$ cat src/rtl/sv32_ptw_ctrl.sv
// sv32_ptw_ctrl: Sv32 translation with a small fully associative TLB and a two-level sequential page walk
module sv32_ptw_ctrl #(
    parameter int         TLB_ENTRIES = 4,
    parameter logic [1:0] PRIV_M      = 2'b11
) (
    input  logic        clk,
    input  logic        rstn,
    input  logic        req_valid,
    input  logic [31:0] req_vaddr,
    input  logic        req_is_write,
    input  logic [1:0]  priv_mode,
    input  logic [31:0] satp,
    input  logic        tlb_flush,
    output logic        resp_valid,
    output logic [31:0] resp_paddr,
    output logic        resp_fault,
    output logic        busy,
    output logic        mem_en,
    output logic [31:0] mem_addr,
    input  logic [31:0] mem_rdata
);
    localparam int IW = $clog2(TLB_ENTRIES);

    typedef enum logic [1:0] {IDLE, PTE1_RD, PTE2_RD, DONE} state_t;

    state_t                 state;
    logic [31:0]            va_q;
    logic                   wr_q;
    logic [19:0]            root_q;
    logic                   flushed_q;
    logic [TLB_ENTRIES-1:0] tlb_v;
    logic [TLB_ENTRIES-1:0] tlb_w;
    logic [19:0]            tlb_tag [TLB_ENTRIES];
    logic [19:0]            tlb_ppn [TLB_ENTRIES];
    logic [IW-1:0]          ptr;
    logic [IW-1:0]          hit_idx;
    logic                   hit;
    logic                   m_req;
    logic                   pte_bad;
    logic                   pte2_fault;
    logic                   unused_bits;

    assign unused_bits = ^{satp[31:20], mem_rdata[31:30]};
    assign m_req       = priv_mode == PRIV_M;
    assign pte_bad     = !mem_rdata[0] || (!mem_rdata[1] && mem_rdata[2]);
    assign pte2_fault  = pte_bad || (wr_q && !mem_rdata[2]);

    // TLB lookup; scanning downwards lets the lowest matching index win
    always_comb begin
        hit     = 1'b0;
        hit_idx = '0;
        for (int i = TLB_ENTRIES - 1; i >= 0; i--) begin
            if (tlb_v[i] && tlb_tag[i] == req_vaddr[31:12]) begin
                hit     = 1'b1;
                hit_idx = IW'(i);
            end
        end
    end

    // Responses and PTE fetch strobes; IDLE answers are suppressed while in reset
    always_comb begin
        resp_valid = 1'b0;
        resp_paddr = '0;
        resp_fault = 1'b0;
        busy       = 1'b0;
        mem_en     = 1'b0;
        mem_addr   = '0;
        case (state)
            IDLE: begin
                if (rstn && req_valid && (m_req || hit)) begin
                    resp_valid = 1'b1;
                    resp_fault = !m_req && req_is_write && !tlb_w[hit_idx];
                    resp_paddr = m_req ? req_vaddr : resp_fault ? '0 : {tlb_ppn[hit_idx], req_vaddr[11:0]};
                end
            end
            PTE1_RD: begin
                busy     = 1'b1;
                mem_en   = 1'b1;
                mem_addr = {root_q, va_q[31:22], 2'b00};
            end
            PTE2_RD: begin
                busy       = 1'b1;
                resp_valid = pte_bad;
                resp_fault = pte_bad;
                mem_en     = !pte_bad;
                mem_addr   = pte_bad ? '0 : {mem_rdata[29:10], va_q[21:12], 2'b00};
            end
            DONE: begin
                busy       = 1'b1;
                resp_valid = 1'b1;
                resp_fault = pte2_fault;
                resp_paddr = pte2_fault ? '0 : {mem_rdata[29:10], va_q[11:0]};
            end
            default: ;
        endcase
    end

    // Walk sequencing, request latching and TLB flush/fill; a flush seen mid-walk blocks that walk's fill
    always_ff @(posedge clk or negedge rstn) begin
        if (!rstn) begin
            state     <= IDLE;
            va_q      <= '0;
            wr_q      <= 1'b0;
            root_q    <= '0;
            flushed_q <= 1'b0;
            tlb_v     <= '0;
            tlb_w     <= '0;
            ptr       <= '0;
            for (int i = 0; i < TLB_ENTRIES; i++) begin
                tlb_tag[i] <= '0;
                tlb_ppn[i] <= '0;
            end
        end else begin
            if (tlb_flush) tlb_v <= '0;
            if (tlb_flush && state != IDLE) flushed_q <= 1'b1;
            case (state)
                IDLE: begin
                    if (req_valid && !m_req && !hit) begin
                        va_q      <= req_vaddr;
                        wr_q      <= req_is_write;
                        root_q    <= satp[19:0];
                        flushed_q <= 1'b0;
                        state     <= PTE1_RD;
                    end
                end
                PTE1_RD: state <= PTE2_RD;
                PTE2_RD: state <= pte_bad ? IDLE : DONE;
                DONE: begin
                    state <= IDLE;
                    if (!pte2_fault) begin
                        ptr <= ptr + IW'(1);
                        if (!flushed_q && !tlb_flush) begin
                            tlb_v[ptr]   <= 1'b1;
                            tlb_w[ptr]   <= mem_rdata[2];
                            tlb_tag[ptr] <= va_q[31:12];
                            tlb_ppn[ptr] <= mem_rdata[29:10];
                        end
                    end
                end
                default: state <= IDLE;
            endcase
        end
    end
endmodule

$ cat config.mk
export PLATFORM = sky130hd
export DESIGN_NAME = sv32_ptw_ctrl
export DESIGN_NICKNAME = d
export VERILOG_FILES = /design/src/rtl/sv32_ptw_ctrl.sv
export SDC_FILE = /design/constraint.sdc
export NUM_CORES = 1
export LEC_CHECK = 0
export ABC_CLOCK_PERIOD_IN_PS = 3400
export CAP_MARGIN = 5
export CORE_MARGIN = 1
export CORE_UTILIZATION = 53
export CTS_CLUSTER_SIZE = 30
export DETAILED_ROUTE_END_ITERATION = 10
export GPL_ROUTABILITY_DRIVEN = 0
export PLACE_DENSITY = 0.85
export SYNTH_ARGS = -nofsm -noshare
export SYNTH_HDL_FRONTEND = slang
export SYNTH_SLANG_ARGS = --single-unit
$ cat constraint.sdc
create_clock -name clk -period 3.4 [get_ports clk]
set_clock_uncertainty 0.2 [all_clocks]
set_input_delay 0.34 -clock clk [delete_from_list [all_inputs] [get_ports clk]]
set_output_delay 0.34 -clock clk [all_outputs]
set_load 0.01 [all_outputs]
### Word level (Yosys, flattened, before mapping)

Index checks and enable logic that the tools add are counted.

| storage, ports and cells | value |
|---|---|
| bits in latches | 0 |
| bits in writable memories | 0 |
| input port bits | 103 |
| logic and storage cells | 113 |
| output and inout port bits | 68 |
| bits in registers | 226 |
| memories | 0 |
| memory bits (read-only) | 0 |

| operators by class | value |
|---|---|
| equality and inequality tests | 9 |
| divide/modulo/power cells | 0 |
| multiplexer cells | 43 |
| magnitude comparators | 6 |
| reduce and logical (&&, ||, !) cells | 34 |
| add/subtract/negate cells | 1 |
| $mul | 0 |
| shift-type cells | 0 |
| bitwise gates (word level) | 4 |

Operators with widths:

| cell | count |
|---|---|
| $bwmux 80 | 2 |
| $mux 32 | 5 |
| $pmux 32 s2 | 2 |
| $eq 20x20->1 | 4 |
| $mux 20 | 3 |
| $bmux 20 s2 | 1 |
| $demux 20 s2 | 1 |
| $logic_and 1x1->1 | 16 |
| $mux 4 | 4 |
| $mux 1 | 12 |
| $mux 2 | 6 |
| $logic_not 1->1 | 9 |
| $pmux 2 s4 | 1 |
| $eq 2x2->1 const B | 3 |
| $ge 3x3->1 const B | 2 |
| $lt 2x3->1 const B | 2 |
| $not 2->3 | 2 |
| $pmux 1 s3 | 2 |
| $bwmux 4 | 1 |
| $or 4x4->4 | 1 |
| $reduce_and 2->1 | 2 |
| $logic_or 1x1->1 | 3 |
| $lt 3x1->1 const B | 1 |
| $reduce_and 3->1 | 1 |
| other kinds (11) | 11 |

### Logic depth before layout (Yosys ltp)

Gate-level depths: netlist of the first run.

| depth | value |
|---|---|
| word-level depth | 14 |
| gate-level depth with buffers | 11 |
| depth with buffers taken out | 7 |

### Least setup slack after synthesis of the first run

No wires, ideal clock.

| timing path | value |
|---|---|
| kind | in2out |
| start | in req_vaddr[12] |
| end | out resp_paddr[0] |
| arrival time | 2.811 ns |
| slack | 0.049 ns |
| path buffers | 2 |
| stages on the path | 9 |
| path through | buf_6 -> xor2_1 -> or4_1 -> or4_4 -> a2bb2oi_1 -> a22oi_1 -> a21oi_2 -> buf_6 -> o41ai_1 |

| between the ends | value |
|---|---|
| word-level cells in the longest chain between the ends | 14 |

Ends and longest elaborated chain:

| element | line | text |
|---|---|---|
| start, declared | 9 | `input logic [31:0] req_vaddr,` |
| $eq 20x20->1 | 53 | `if (tlb_v[i] && tlb_tag[i] == req_vaddr[31:12]) begin` |
| $logic_and 1x1->1 | 53 |  |
| $mux 2 (4 in a row) | 53 |  |
| $bmux 1 s2 | 72 | `resp_fault = !m_req && req_is_write && !tlb_w[hit_idx];` |
| $mux 1 (not written as such) | 72 |  |
| $logic_not 1->1 | 72 |  |
| $logic_and 1x1->1 | 72 |  |
| $mux 32 (2 in a row) | 73 | `resp_paddr = m_req ? req_vaddr : resp_fault ? '0 : {tlb_ppn[hit_idx], req_vaddr[11:0]};` |
| $mux 32 (*) | 70 | `if (rstn && req_valid && (m_req \|\| hit)) begin` |
| $pmux 32 s2 (*) | 68 | `case (state)` |
| end, declared | 15 | `output logic [31:0] resp_paddr,` |

Mark *: on every way between the ends. The rest lies on a longest branch, timed or not. The select of a mux whose other input is x is not followed.

### Worst setup path in the final report of the first run

| timing path | value |
|---|---|
| start | reg tlb_tag[28] in the netlist's numbering |
| end | out resp_paddr[30] |

| between the ends | value |
|---|---|
| word-level cells in the longest chain between the ends | 13 |

Ends and longest elaborated chain:

| element | line | text |
|---|---|---|
| start, declared | 33 | `logic [19:0] tlb_tag [TLB_ENTRIES];` |
| start signal, assigned by index | 135 | `tlb_tag[ptr] <= va_q[31:12];` |
| $eq 20x20->1 (*) | 53 |  |
| $logic_and 1x1->1 (*) | 53 |  |
| $mux 2 (3 in a row) | 53 |  |
| $not 2->3 (not written as such) / $bmux 1 s2 (equally long branches) | 73, 72 |  |
| $bmux 20 s2 / $mux 1 (equally long branches) | 73, 72 |  |
| $mux 20 (not written as such) / $logic_not 1->1 (equally long branches) | 73, 72 |  |
| $mux 20 (not written as such) / $logic_and 1x1->1 (equally long branches) | 73, 72 |  |
| $mux 32 (2 in a row) | 73 |  |
| $mux 32 (*) | 70 |  |
| $pmux 32 s2 (*) | 68 |  |

Marks and branches as above.

==> reports/metrics.yaml, run 1 <==
internal_power_mw: 7.20
grt.overflow.total: 0
fmax_mhz: 248
wirelength_um: 37400
drtIter0Drc: 765
drive_above_1_share: 0.373
grt_max_degree: 162
fin_cells: 1496
hold_class: "input pin to register"
firstDrtPassIters: 5
synthFlopType: "dfrtp_1"
grt_pass1_wl_um: 55900
numCtsBuffers: 24
finalCriticalPeriod_ps: 4040
maxSlewViolCount: 0
p_leak_nw: 6.80
critPathLaunch: "tlb_tag[28]"
clkLatencyLatePin_ps: 530
clock-sinks: 226
vias_per_cell: 6.55
h-tree-depth: 1
dieArea_um2: 22600
ioPinCount: 171
seq_area_um2: 5660
fin_crit_sh: 1.19
cts_buffer_depth: 3
cts_tree: "done"
syn_inst: 997
r2r-end: "root_q[12]"
antenna_found_initial: 1
syn_avg_cell_area_um2: 11.7
crit_path_end_kind: "primary output"
synth_adder_area_share: 0.00968
dp_cells: 1441
worstSetupPathType: "register to primary output"
vias: 9796
synth-simple-area-share: 0.0846
core_um2: 21300
ant_nets: 0
die_h_um: 150
area_growth_syn_to_layout_pct: 30.4
die_x_um: 150
yosysUniqueCellTypes: 49
regToRegStartpoint: "tlb_tag[9]"
cts_root_buffer: "clkbuf_16"
worstMarginPinSlew_ps: 956
synthArstFlopShare: 1.00
cp-endpoint: "resp_paddr[30]"
path_clk_slew_ps: 60
crit_arrival_ps: 3500
clockPowerShare: 0.242
r2r_slack_ps: 350
ir_drop_v: 0.000439
status: "finished, violations left"
initial_core_util: 0.547
yosys_warnings: 0
synth_xor_area_frac: 0.0617
cap_violations: 0
grt_pass1_vias: 9960
synth_top_family_by_area: "multiplexers"
wl_per_cell_um: 25.0
post-dp-hpwl_um: 24400
final_common_cell: "dfrtp_1"
rsz0062_at_grt: "yes"
fillers: 1283
multi_input_area_um2: 5780
max_slew_margin: 0.363
portBuffers: 147
synth-compound-area-share: 0.105
reg2reg_depth: 9
worst_setup_path_start_kind: "register"
power.total_mw: 10.8
comb_power_share: 0.346
p_sw_mw: 3.61
rows: 53
layout_common_cells: "dfrtp_1, mux2_2, clkdlybuf4s50_1"
grt_usage: 0.328
whs_ps: 236
setup_viol: 34
synth_enable_flop_cells: 0
drc: 0
hold_viol_final: 0
p_sw_frac: 0.334
worstPathRequired_ps: 2860
p_per_area_nw_per_um2: 713
sequentialPowerShare: 0.412
synth_seq_cells: 226
violations: "negative setup slack"
place_ws_ps: -957
cp_max_fo: 5
finalWorstSetupSlack_ps: -636
seq_area_frac_synth: 0.486
syn_area_um2: 11600
synth_mux_area_frac: 0.210
fin_nets: 1316
## cells in the mapped netlist (9+ instances only)
library cell,n,share of area
buf_1,17,0.0055
xor2_1,24,0.018
nand3_1,28,0.012
buf_4,9,0.0058
nand4_1,22,0.012
nor2b_1,31,0.017
o41ai_1,11,0.0083
ha_1,9,0.0097
o22ai_1,24,0.013
xnor2_1,58,0.044
nor3_1,22,0.0095
clkbuf_1,55,0.018
a2111oi_0,16,0.012
o21ai_0,25,0.011
dfrtp_1,226,0.49
nor4_1,11,0.0059
nand2_1,32,0.010
a22oi_1,52,0.034
inv_1,29,0.0094
nor2_1,9,0.0029
o311ai_0,16,0.012
mux2_2,216,0.21
## how the worst min path moves through the flow
stage / start / end / depth (start not counted)
2_1_floorplan: rstn / flushed_q / 0
3_3_place_gp: tlb_ppn[70] / tlb_ppn[70] / 1
3_5_place_dp: tlb_w[2] / tlb_w[2] / 1
4_1_cts: satp[4] / root_q[4] / 2
5_1_grt: satp[4] / root_q[4] / 2
6_report: satp[4] / root_q[4] / 2
## power by group through the flow
stage,registers [mW],logic (mW),clock network (mW)
detailed placement,4.42,3.52,0
floorplan,4.16,2.22,0
global route,4.54,3.97,2.73
finish,4.45,3.74,2.62
CTS,4.40,3.61,2.62
global placement,4.34,3.40,0
## layout make-up
cell class                 instances  share of cell area
clock buffer                      34              0.0454
inverter                          29             0.00717
multi-input combinational        656               0.381
antenna                            2            0.000330
timing repair buffer             267               0.164
tap                              275              0.0227
clock inverter                     7             0.00660
sequential                       226               0.373
## per-stage QoR
stage                     area, um^2   util  setup TNS (ps)
after floorplan                11600      -               0
after global placement         14100  0.664          -42150
after detailed placement       14100  0.664          -44520
after CTS                      15100  0.709          -18700
after global routing           15200  0.713          -21860
final                          15200  0.713          -20190
## critical path: stages (launching register included)
cell	delay, ps
dfrtp_1	430
xor2_2	200
or4_4	550
or4_4	470
a2bb2oi_2	150
a2111o_1	470
nand4b_1	140
buf_6	170
buf_16	150
o22ai_1	70
buf_2	160
## cell families (layout without fill, tap and decap cells)
kind of cell | Yosys count | in the layout
flip-flops | 226 | 226
multiplexers | 217 | 217
AND/OR/NAND/NOR | 179 | 179
AO/OA/AOI/OAI | 167 | 167
buffers and inverters | 116 | 337
XOR/XNOR | 82 | 82
adder cells (fa/ha/maj) | 9 | 9
other | 1 | 4
## repair_timing
action / 4_1_cts / 5_1_grt
endpoints found under the setup margin: 34 / 57
pin swaps: 12 / 8
endpoints found under the hold margin: 65 / 0
setup buffers: 9 / 1
resized for setup: 185 / 26
hold buffers: 1 / 0
gates cloned: 3 / 1
## flip-flops by register name (all words and copies together), names as in the netlist
register / count
tlb_ppn: 80
tlb_tag: 80
va_q: 32
root_q: 20
tlb_v: 4
tlb_w: 4
ptr: 2
state: 2
flushed_q: 1
wr_q: 1
## routing by layer
layer  global-route usage  vias up  wire length, um
li1                     -     4087                -
met1                0.399     4885            13800
met2                0.552      656            18100
met3               0.0639      168             3620
met4                0.176        0             1840
met5                    0        -                0
No activity file was read; power rests on OpenSTA's default activity.
==> inputs of run 2 (changes only) <==
--- a/config.mk
+++ b/config.mk
@@ -13,6 +13,7 @@
 export DETAILED_ROUTE_END_ITERATION = 10
 export GPL_ROUTABILITY_DRIVEN = 0
 export PLACE_DENSITY = 0.85
+export SKIP_LAST_GASP = 1
 export SYNTH_ARGS = -nofsm -noshare
 export SYNTH_HDL_FRONTEND = slang
 export SYNTH_SLANG_ARGS = --single-unit
==> reports/metrics.yaml, run 2 (synthesized netlist as in run 1, its figures left out) <==
post-dp-hpwl_um: 24400  # unchanged
top_regs: "tlb_ppn: 80 flops, tlb_tag: 80 flops, va_q: 32 flops"
h-tree-depth: 1  # unchanged
r2r-end: "root_q[3]"
portBuffers: 147  # unchanged
worst_setup_path_start_kind: "register"
whs_path_depth: 2  # unchanged
violations: "negative setup slack"
fin_nets: 1317  # +0.076%
crit_slowest_cell: "or4_4"
crit_path_frequent_cell: "or4_4"
max_slew_margin: 0.349  # -0.0137
p_sw_mw: 3.67  # +1.4%
initial_core_util: 0.547  # unchanged
clock-sinks: 226  # unchanged
die_x_um: 150  # unchanged
rows: 53  # unchanged
ioPinCount: 171  # unchanged
firstDrtPassIters: 5  # unchanged
regToRegStartpoint: "tlb_tag[28]"
worstSetupPathType: "register to primary output"
p_per_area_nw_per_um2: 712  # about the same
vias_per_cell: 6.55  # about the same
cts_buffer_depth: 3  # unchanged
wl_per_cell_um: 25.3  # +1.3%
final_common_cell: "dfrtp_1"
drc: 0  # unchanged
grt_pass1_wl_um: 55900  # about the same
fin_crit_sh: 1.21  # +0.0187
layout_common_cells: "dfrtp_1, mux2_2, clkdlybuf4s50_1"
p_leak_nw: 6.84  # +0.66%
critPathTopFamily: "simple AND/OR/NAND/NOR gates"
finalCriticalPeriod_ps: 4100  # +63.7 ps
crit_path_end_kind: "primary output"
r2r_slack_ps: 310  # -40 ps
ir_drop_v: 0.000444  # +1.3%
crit_chain: "xor2_2 > or4_4 > or4_4 > a2bb2oi_2 > a2111o_1 > nand4b_1 > buf_6 > clkbuf_16 > o22ai_2 > buf_2"
fmax_mhz: 244  # -1.6%
cts_tree: "done"
grt_max_degree: 162  # unchanged
rsz0062_at_grt: "yes"
path_clk_slew_ps: 60  # about the same
cp_max_fo: 5  # unchanged
slowest_delay_ps: 550  # about the same
hold-path-endpoint: "root_q[4]"
worst_hold_startpoint: "satp[4]"
die_h_um: 150  # unchanged
sequentialPowerShare: 0.410  # -0.002
internal_power_mw: 7.20  # +0.11%
p_sw_frac: 0.337  # +0.00291
hold_viol_final: 0  # unchanged
worstMarginPinSlew_ps: 977  # +20.5 ps
setup_viol: 34  # unchanged
clockPowerShare: 0.240  # -0.002
worstPathRequired_ps: 2860  # about the same
drtIter0Drc: 883  # +15%
core_um2: 21300  # unchanged
finalSetupTns_ps: -21030  # -839 ps
cts_root_buffer: "clkbuf_16"
antenna_found_initial: 1  # unchanged
vias: 9801  # +0.051%
critPathBufInv: 3  # unchanged
dieArea_um2: 22600  # unchanged
grt_pass1_vias: 9958  # -0.020%
cap_violations: 0  # unchanged
drive_above_1_share: 0.381  # +0.00789
wirelength_um: 37900  # +1.4%
finalWorstSetupSlack_ps: -699  # -63.7 ps
grt_usage: 0.328  # about the same
area_growth_syn_to_layout_pct: 31.1
whs_ps: 237  # +1.36 ps
maxSlewViolCount: 0  # unchanged
numCtsBuffers: 24  # unchanged
comb_power_share: 0.349  # +0.003
grt.overflow.total: 0  # unchanged
hold_class: "input pin to register"
status: "finished, violations left"
clkLatencyLatePin_ps: 530  # about the same
ant_nets: 0  # unchanged
reg2reg_depth: 12  # +3
crit_arrival_ps: 3560  # +60 ps
[run 2: cell types whose count changed in the layout (fill, tap and decap cells not counted), sizes merged]
cell  before  now
buf      152  153
[run 2: metal layers]
| metal | track usage | vias up | part of all wire |
|---|---|---|---|
| li1 | - | 4086 | - |
| met1 | 0.399 | 4893 | 0.36 |
| met2 | 0.553 | 647 | 0.48 |
| met3 | 0.0639 | 175 | 0.10 |
| met4 | 0.176 | 0 | 0.059 |
| met5 | 0 | - | 0 |
[run 2: power by group through the flow]
stage / logic (mW) / registers [mW] / clock network, mW
after floorplan: 2.22 / 4.16 / 0
after global placement: 3.40 / 4.34 / 0
after detailed placement: 3.52 / 4.42 / 0
after CTS: 3.61 / 4.40 / 2.62
after global routing: 4.02 / 4.54 / 2.73
final: 3.80 / 4.46 / 2.61
[run 2: final cells by class]
| type | count | area (um^2) |
|---|---|---|
| fillers | 1263 | 6030 |
| inverters | 29 | 109 |
| diodes | 2 | 5.00 |
| repair buffers | 268 | 2510 |
| well taps | 275 | 344 |
| clock inverters | 7 | 100 |
| clock buffers | 34 | 688 |
| multi-input cells | 656 | 5850 |
| flip-flops and latches | 226 | 5660 |
[run 2: metrics by stage]
step / instance area (um^2) / setup slack, ps / power, mW / utilization / std cells
floorplan: 11600 / 49.3 / 6.38 / - / 998
global placement: 14100 / -946 / 7.74 / 0.664 / 1441
detailed placement: 14100 / -957 / 7.94 / 0.664 / 1441
CTS: 15100 / -628 / 10.6 / 0.710 / 1495
global route: 15300 / -765 / 11.3 / 0.717 / 1496
finish: 15300 / -699 / 10.9 / 0.717 / 1497
[run 2: repair_timing]
| item | 4_1_cts | 5_1_grt |
|---|---|---|
| setup endpoints to repair | 34 | 57 |
| pin swaps | 12 | 10 |
| setup buffers | 9 | 1 |
| cloned | 3 | 2 |
| gates resized for setup | 180 | 44 |
| hold endpoints to repair | 65 | 0 |
| hold buffers | 1 | 0 |
[run 2: worst max path at each step]
stage	from	endpoint	slack (ps)	cells after the start
5_1_grt	req_vaddr[20]	resp_paddr[15]	-760	12
4_1_cts	tlb_tag[28]	resp_paddr[0]	-630	11
6_report	tlb_tag[28]	resp_paddr[30]	-700	10
3_5_place_dp	req_vaddr[20]	resp_paddr[5]	-960	10
3_3_place_gp	req_vaddr[13]	resp_paddr[16]	-950	10
2_1_floorplan	req_vaddr[12]	resp_paddr[0]	50	9
==> variant, RTL diff (config.mk and constraints of run 1) <==
The 4 states of `state_t` get a one-hot encoding in 4 bits.
--- a/src/rtl/sv32_ptw_ctrl.sv
+++ b/src/rtl/sv32_ptw_ctrl.sv
@@ -21,7 +21,7 @@
 );
     localparam int IW = $clog2(TLB_ENTRIES);
 
-    typedef enum logic [1:0] {IDLE, PTE1_RD, PTE2_RD, DONE} state_t;
+    typedef enum logic [3:0] {IDLE = 4'b0001, PTE1_RD = 4'b0010, PTE2_RD = 4'b0100, DONE = 4'b1000} state_t;
 
     state_t                 state;
     logic [31:0]            va_q;
Behaviour: no difference found for any inputs over 4 cycles, from zero or initial values and one cycle with rstn low; so few cycles prove little.
==> variant against run 1 <==
  * Critical path type unchanged
  * Area after synthesis is 0.19% lower
  * Sequential cell count is 2 higher
  * Routed wire length fell by 13%
  * Cell count is 5.1% lower
  * Register-to-register slack lost 0.02 ns
  * Design area down 1.8%
  * Fmax rose by 8.9%
  * Worst setup slack better by 0.33 ns
  * Die area is 0.19% lower
  * The flow still finishes with violations (setup timing)
Power is not compared: it rests on default switching activity, and its combinational part moved more than twofold at a synthesized area within 25%.
==> variant: results (changes against run 1) <==
* Status: complete, but fails checks
* Crit path largest cell delay at 0.57 ns (+0.02 ns)
* Placed Cells at 1358 (-5.8%)
* Grt met1 use at 37.5% (-2.3 points)
* Leading cell types by count after synthesis: dfrtp_1, mux2_2, a22o_1
* Synth cell types at 53 (+8.2%)
* Layout cells sized above 1 at 36.7% (-0.58 points)
* Drt wl/cell at 23.0 µm (-8.1%)
* Final setup violation count at 32 (-5.9%)
* Largest net degree at the start of global routing at 151 (-6.8%)
* Post-synthesis sequential area ratio at 49.1% (+0.54 points)
* Met3 wire length at 2650 µm (-27%)
* Failing checks: setup timing
* Placed instance area at 13800 µm² (-2.1%)
* GRT Util Overall at 29.3% (-3.5 points)
* GR Util met2 at 49.0% (-6.3 points)
* Synth top area cells: dfrtp_1, mux2_2, mux2_4
* Drt initial violations at 590 (-23%)
* Via count at 8569 (-13%)
* Crit path DAT at 3.16 ns (-0.34 ns)
* Met2 wire len at 16100 µm (-11%)
* Setup ws final at -0.304 ns (+0.331 ns)
* Dpl ws at -0.754 ns (+0.202 ns)
* Vias in the first global route at 8861 (-11%)
* Vias/cell at 6.04 (-7.8%)
* First-pass GRT wire length at 49700 µm (-11%)
* Post-Route Utilization at 70.0% (-1.3 points)
-- variant: changes by cell type after synthesis, sizes merged, moves of 23 or more --
cell | before | now
a22oi | 52 | 1
inv | 29 | 54
clkbuf | 55 | 26
nor2b | 31 | 1
o22ai | 24 | 1
a22o | 0 | 62
-- variant: repair_timing --
item,CTS,global route
endpoints found under the setup margin,34,57
hold endpoints to repair,149,0
hold buffers,1,0
pin swaps,10,25
cloned,3,1
setup buffers,6,7
gates resized for setup,98,55
-- variant: worst paths after layout --
path | from | end | slack (ns) | cells after the start
min | req_vaddr[15] | va_q[15] | 0.09 | 3
min in group asynchronous | rstn | tlb_ppn[62] | 0.36 | 3
min reg2reg | tlb_w[0] | tlb_w[0] | 0.29 | 2
max | tlb_tag[16] | resp_paddr[31] | -0.30 | 12
max in group asynchronous | rstn | tlb_tag[5] | 1.15 | 4
max reg2reg | tlb_tag[52] | root_q[1] | 0.33 | 12
-- variant: cell families (layout without fill, tap and decap cells) --
| group | after synthesis | after routing | share of synthesized area [%] |
|---|---|---|---|
| buffers and inverters | 131 | 351 | 6.18 |
| xor gates and xnor gates | 79 | 79 | 5.96 |
| adders and majority gates | 4 | 4 | 0.431 |
| other | 1 | 3 | 0.0323 |
| and+or+nand+nor | 112 | 112 | 5.31 |
| DFF | 228 | 228 | 49.1 |
| muxes | 214 | 214 | 22.3 |
| AOI/OAI and AO/OA | 153 | 153 | 10.7 |
-- variant: final cells by class --
cell class / count / area share, %
antenna: 1 / 0.0168
clock buffer: 34 / 4.63
clock inverter: 10 / 0.840
inverter: 54 / 1.36
multi-input combinational: 564 / 36.0
sequential: 228 / 38.3
tap: 275 / 2.31
timing repair buffer: 253 / 16.5
